$ cat config.mk
export PLATFORM = sky130hd
export DESIGN_NAME = uart_tx_port
export DESIGN_NICKNAME = d
export VERILOG_FILES = /design/src/rtl/uart_pkg.sv /design/src/rtl/fifo_sync.sv /design/src/rtl/uart_tx_port.sv
export SDC_FILE = /design/constraint.sdc
export NUM_CORES = 1
export LEC_CHECK = 0
export BUFFER_PORTS_ARGS = -buffer_cell sky130_fd_sc_hd__buf_2
export CORE_MARGIN = 2
export CORE_UTILIZATION = 30
export CTS_BUF_LIST = sky130_fd_sc_hd__clkbuf_4 sky130_fd_sc_hd__clkbuf_8
export CTS_CLUSTER_SIZE = 40
export DETAILED_ROUTE_END_ITERATION = 8
export PLACE_DENSITY = 0.55
export SLEW_MARGIN = 20
export SYNTH_ARGS = -nofsm -noshare
export SYNTH_HDL_FRONTEND = slang
export SYNTH_SLANG_ARGS = --single-unit
export TNS_END_PERCENT = 5
$ cat constraint.sdc
create_clock -name clk -period 4.9 [get_ports clk]
set_input_delay 0.49 -clock clk [delete_from_list [all_inputs] [get_ports clk]]
set_output_delay 0.49 -clock clk [all_outputs]
set_load 0.01 [all_outputs]
$ cat src/rtl/uart_pkg.sv
// rtl/uart_pkg.sv - shared types and register map for the serial TX port
package uart_pkg;

   typedef enum logic [1:0] {IDLE, START, DATA, STOP} tx_state_t;

   localparam logic [31:0] TXDATA_OFS = 32'd0;
   localparam logic [31:0] STATUS_OFS = 32'd4;

   localparam int ST_FULL    = 0;
   localparam int ST_EMPTY   = 1;
   localparam int ST_BUSY    = 2;
   localparam int ST_OVF     = 3;
   localparam int ST_CNT_LSB = 4;
   localparam int ST_CNT_MSB = 7;

endpackage

$ cat src/rtl/fifo_sync.sv
// rtl/fifo_sync.sv - single-clock FIFO; a pop frees a slot for a push on the same edge
module fifo_sync #(
   parameter int WIDTH = 8,
   parameter int DEPTH = 8,
   localparam int AW = $clog2(DEPTH)
) (
   input  logic             clk,
   input  logic             reset,
   input  logic             push,
   input  logic             pop,
   input  logic [WIDTH-1:0] din,
   output logic [WIDTH-1:0] dout,
   output logic             full,
   output logic             empty,
   output logic [AW:0]      count
);

   localparam int DEPTH_I = DEPTH;
   localparam logic [AW:0] FULL_CNT = DEPTH_I[AW:0];

   logic [WIDTH-1:0] mem [DEPTH];
   logic [AW-1:0]    wr_ptr;
   logic [AW-1:0]    rd_ptr;
   logic             do_push;
   logic             do_pop;

   assign full    = (count == FULL_CNT);
   assign empty   = (count == '0);
   assign do_pop  = pop && !empty;
   assign do_push = push && (!full || do_pop);
   assign dout    = mem[rd_ptr];

   always_ff @(posedge clk or negedge reset) begin
      if (!reset) begin
         wr_ptr <= '0;
         rd_ptr <= '0;
         count  <= '0;
      end else begin
         if (do_push) wr_ptr <= wr_ptr + 1'b1;
         if (do_pop)  rd_ptr <= rd_ptr + 1'b1;
         case ({do_push, do_pop})
            2'b10:   count <= count + 1'b1;
            2'b01:   count <= count - 1'b1;
            default: count <= count;
         endcase
      end
   end

   // Storage needs no reset: the pointers alone define what is valid.
   always_ff @(posedge clk) begin
      if (do_push) mem[wr_ptr] <= din;
   end

endmodule

$ cat src/rtl/uart_tx_port.sv
// rtl/uart_tx_port.sv - memory-mapped 8N1 serial transmitter with byte FIFO and status word
module uart_tx_port #(
   parameter int          DEPTH        = 8,
   parameter int          CLKS_PER_BIT = 434,
   parameter logic [31:0] BASE         = 32'h4700
) (
   input  logic        clk,
   input  logic        reset,
   input  logic [31:0] adr,
   input  logic        we,
   input  logic [31:0] wdata,
   output logic [31:0] rdata,
   output logic        sel,
   output logic        tx,
   output logic        irq_empty
);
   import uart_pkg::*;

   localparam int AW     = $clog2(DEPTH);
   localparam int BW     = (CLKS_PER_BIT > 1) ? $clog2(CLKS_PER_BIT) : 1;
   localparam int LAST_I = CLKS_PER_BIT - 1;
   localparam logic [BW-1:0] BAUD_LAST = LAST_I[BW-1:0];

   tx_state_t     state;
   logic [BW-1:0] baud;
   logic [7:0]    shift;
   logic [2:0]    idx;
   logic          ovf;
   logic          hit_data;
   logic          hit_stat;
   logic          push;
   logic          pop;
   logic          fifo_full;
   logic          fifo_empty;
   logic [AW:0]   fifo_cnt;
   logic [7:0]    fifo_dout;
   logic [31:0]   cnt_wide;
   logic [31:0]   status;
   logic          unused_wdata;

   assign hit_data     = (adr == BASE + TXDATA_OFS);
   assign hit_stat     = (adr == BASE + STATUS_OFS);
   assign sel          = hit_data || hit_stat;
   assign push         = we && hit_data;
   assign pop          = (state == IDLE) && !fifo_empty;
   assign unused_wdata = ^wdata[31:8];

   fifo_sync #(.WIDTH(8), .DEPTH(DEPTH)) u_fifo (
      .clk   (clk),
      .reset (reset),
      .push  (push),
      .pop   (pop),
      .din   (wdata[7:0]),
      .dout  (fifo_dout),
      .full  (fifo_full),
      .empty (fifo_empty),
      .count (fifo_cnt)
   );

   assign cnt_wide = 32'(fifo_cnt);

   always_comb begin
      status = '0;
      status[ST_FULL]  = fifo_full;
      status[ST_EMPTY] = fifo_empty;
      status[ST_BUSY]  = (state != IDLE);
      status[ST_OVF]   = ovf;
      status[ST_CNT_MSB:ST_CNT_LSB] = (cnt_wide > 32'd15) ? 4'hF : cnt_wide[3:0];
      rdata = sel ? status : '0;
   end

   // A push into a full FIFO is only lost if the serializer is not popping on the same edge.
   always_ff @(posedge clk or negedge reset) begin
      if (!reset) begin
         ovf <= 1'b0;
      end else if (we && hit_stat && wdata[ST_OVF]) begin
         ovf <= 1'b0;
      end else if (push && fifo_full && !pop) begin
         ovf <= 1'b1;
      end
   end

   always_ff @(posedge clk or negedge reset) begin
      if (!reset) begin
         state     <= IDLE;
         baud      <= '0;
         shift     <= '0;
         idx       <= '0;
         tx        <= 1'b1;
         irq_empty <= 1'b1;
      end else begin
         irq_empty <= fifo_empty && (state == IDLE);
         case (state)
            IDLE: begin
               tx <= 1'b1;
               if (!fifo_empty) begin
                  shift <= fifo_dout;
                  baud  <= '0;
                  tx    <= 1'b0;
                  state <= START;
               end
            end
            START: begin
               if (baud == BAUD_LAST) begin
                  baud  <= '0;
                  idx   <= '0;
                  tx    <= shift[0];
                  state <= DATA;
               end else begin
                  baud <= baud + 1'b1;
               end
            end
            DATA: begin
               if (baud == BAUD_LAST) begin
                  baud  <= '0;
                  shift <= shift >> 1;
                  idx   <= idx + 1'b1;
                  if (idx == 3'd7) begin
                     tx    <= 1'b1;
                     state <= STOP;
                  end else begin
                     tx <= shift[1];
                  end
               end else begin
                  baud <= baud + 1'b1;
               end
            end
            STOP: begin
               if (baud == BAUD_LAST) begin
                  baud  <= '0;
                  tx    <= 1'b1;
                  state <= IDLE;
               end else begin
                  baud <= baud + 1'b1;
               end
            end
            default: begin
               tx    <= 1'b1;
               state <= IDLE;
            end
         endcase
      end
   end

endmodule

==> metrics <==
Power per Cell Area=266.8 nW/um^2; dpl cell area=5249 sq um; crit path max fanout=12; status=finished, final reports clean; synthesized instance count=347; Antenna Cells=0; Max Slew Vio Count=0; clock root buffer=clkbuf_8; Synth Flop Type=edfxtp_1; top sig layer=met4; syn_area_per_cell=13.75 sq um; Worst-Skew Late Latency=380 ps; Sw Share=0.2378; Remaining Overflow, GRT=0; CTS tree=done; mean routed wirelength per cell=14.47 microns; Synth area leaders=edfxtp_1, dfrtp_1, mux4_2; hold_buf cts=0; Synth top area share=0.4029; WL met1=3.901 mm; Final Hold Vio Count=0; CP most frequent cell=inv_1; Critical Path Start=state[0]; max-cap viol count=0; via total after detailed routing=2888; Tot Pwr=1.453 mW; placed wire-length estimate=6.604 mm; Setup Fix Bufs, Post-CTS=0; post_cts resized=0; GR Util All Layers=0.1131; post-route cell area=5448 sq um; crit start category=flip-flop; warning count from the yosys run=0; Pleak=2.153 nW; Distinct cells, synth=55; Buf/Inv on CP=3; worst path cell trace=inv_1 -> ha_1 -> inv_1 -> a31oi_1 -> nand3_1 -> nor4_1 -> buf_4; sequential area share after synthesis=0.5871; Critical Path RT=4990 ps; first-pass iteration count of the detailed router=4; RSZ-0062 raised after global routing=no; Flop pwr share=0.612; combinational share of power=0.029; Worst R2R Start=state[0]; f_max=0.3279 GHz; overall routed net length=9.162 mm; Die ar.=16920 sq um; initial core utilization=0.3036; internal power=1.108 mW; vias in the first global route=2883; Period minus WS final=3049 ps; largest net degree at the start of global routing=36; skew final=14.69 ps; port bufs=53; async set-reset flop share out of synthesis=0.3535; via/cell ratio=4.562; Yosys top cell by area=edfxtp_1; WL met3=335 microns; Detail Route Antenna Nets=0; Setup TNS=0 ps; Post-Place Worst Slack=1802 ps; CTS buffer count=9; most frequent cells in the layout=edfxtp_1, buf_2, dfrtp_1; clock slew at reported path FFs=100 ps; io pins=102; final setup fails=0; final worst setup slack=1851 ps; Area Growth Syn to Fin=14.22%; flops & latches, synth=99; Die W=130.1 microns; CTS sink cnt=99; Worst-Margin Slew=821.9 ps; Die Ht=130.1 microns; Hold Path Class=in2async; Critical Path Max Stage Delay=540 ps; initial antenna violation count=0; GP Congestion=0.7317; core area=15710 sq um; htree depth=3; element type at the critical path end=flip-flop; fin crit share=0.6223; WL met2=4.819 mm; Clk pwr share=0.359; Slowest cell on crit path=nand3_1; Psw=0.3455 mW; Detailed Route Iter0 Violations=133; Post-Syn Area=4770 sq um; first-pass GRT wire length=14.52 mm; post-detailed-route DRC marker count=0; WP data arrival=3140 ps; Top delay family on crit path=simple AND/OR/NAND/NOR gates; number of synthesized flops with an enable pin=64; Setup CP Type=reg2reg; Nets=493; ratio of cells with drive above 1 in the final layout=0.2902; Longest Clk Path Bufs=2; Row Count=46; most common cell after layout, fill and taps aside=edfxtp_1; Max VDD drop=0.0001827 V; worst rel slew slack=0.4520
[flip-flops by register name, indices dropped and copies added, names as in the netlist]
name and cells:
tx 1, baud 9, shift 8, ovf 1, irq_empty 1, u_fifo.rd_ptr 3, state 2, u_fifo.count 4
idx 3, u_fifo.mem 64, u_fifo.wr_ptr 3
[power groups by stage]
stage / Combinational, mW / Clock (mW) / Sequential, mW
floorplan: 0.0259 / 0 / 0.908
global placement: 0.0412 / 0 / 0.908
detailed placement: 0.0426 / 0 / 0.908
CTS: 0.0428 / 0.542 / 0.890
global route: 0.0486 / 0.573 / 0.890
finish: 0.0422 / 0.521 / 0.890
[kinds of logic after synthesis]
family | after synthesis | share of synthesized area
xor gates and xnor gates | 7 | 0.01285
muxes | 30 | 0.1091
other | 1 | 0.0007862
DFF | 99 | 0.5871
AOI/OAI and AO/OA | 52 | 0.06978
and+or+nand+nor | 98 | 0.1238
adders and majority gates | 14 | 0.03830
buffers and inverters | 46 | 0.05824
[final cells by class]
class / instances / area [sq um]
inverters: 12 / 45.04
fillers: 1520 / 10260
clock buffers: 9 / 123.9
well taps: 216 / 270.3
repair buffers: 65 / 355.3
multi-input cells: 225 / 1778
flip-flops and latches: 99 / 2800
clock inverters: 7 / 75.07
[metrics by stage]
step | util | hold WS [ps] | instances
2_1_floorplan | - | 194.4 | 370
6_report | 0.3467 | 194.7 | 633
5_1_grt | 0.3467 | 245.9 | 633
4_1_cts | 0.3467 | 220.0 | 633
3_5_place_dp | 0.3341 | 478.4 | 617
3_3_place_gp | 0.3341 | 468.6 | 617
[final timing paths]
kind / endpoint / slack [ps] / cells after the start
min in group clk: ovf / 290 / 2
hold / removal: idx[2] / 190 / 1
setup reg to reg: u_fifo.mem[1][3] / 1850 / 7
max in group asynchronous: u_fifo.wr_ptr[2] / 4200 / 1
hold reg to reg: tx / 490 / 2
setup / recovery: u_fifo.mem[1][3] / 1850 / 7
[cells in the mapped netlist, types with 2 or more instances]
library cell	count
o21ai_1	7
inv_1	12
dfstp_2	2
and4_1	2
a22o_1	2
nand2_1	31
and3_1	6
nor4_1	6
buf_1	3
nor4_2	5
dfrtp_1	33
nand2b_1	2
ha_1	13
a21oi_1	12
mux2i_1	10
nand3_1	5
nand4_1	4
clkbuf_1	2
nor3_1	11
a32o_1	2
o21ai_2	3
edfxtp_1	64
buf_4	25
o22ai_1	2
a31oi_1	3
mux4_2	16
nand4_2	2
nor4b_2	3
xnor2_1	5
or3_1	2
buf_2	2
xor2_1	2
o21ai_0	13
nor2_1	14
[metal layers]
| layer | global-route usage | vias to the layer above |
|---|---|---|
| li1 | - | 1396 |
| met1 | 0.1350 | 1425 |
| met2 | 0.1999 | 57 |
| met3 | 0.03321 | 10 |
| met4 | 0.03036 | 0 |
| met5 | 0 | - |
Power figures use the tool's default switching activity.
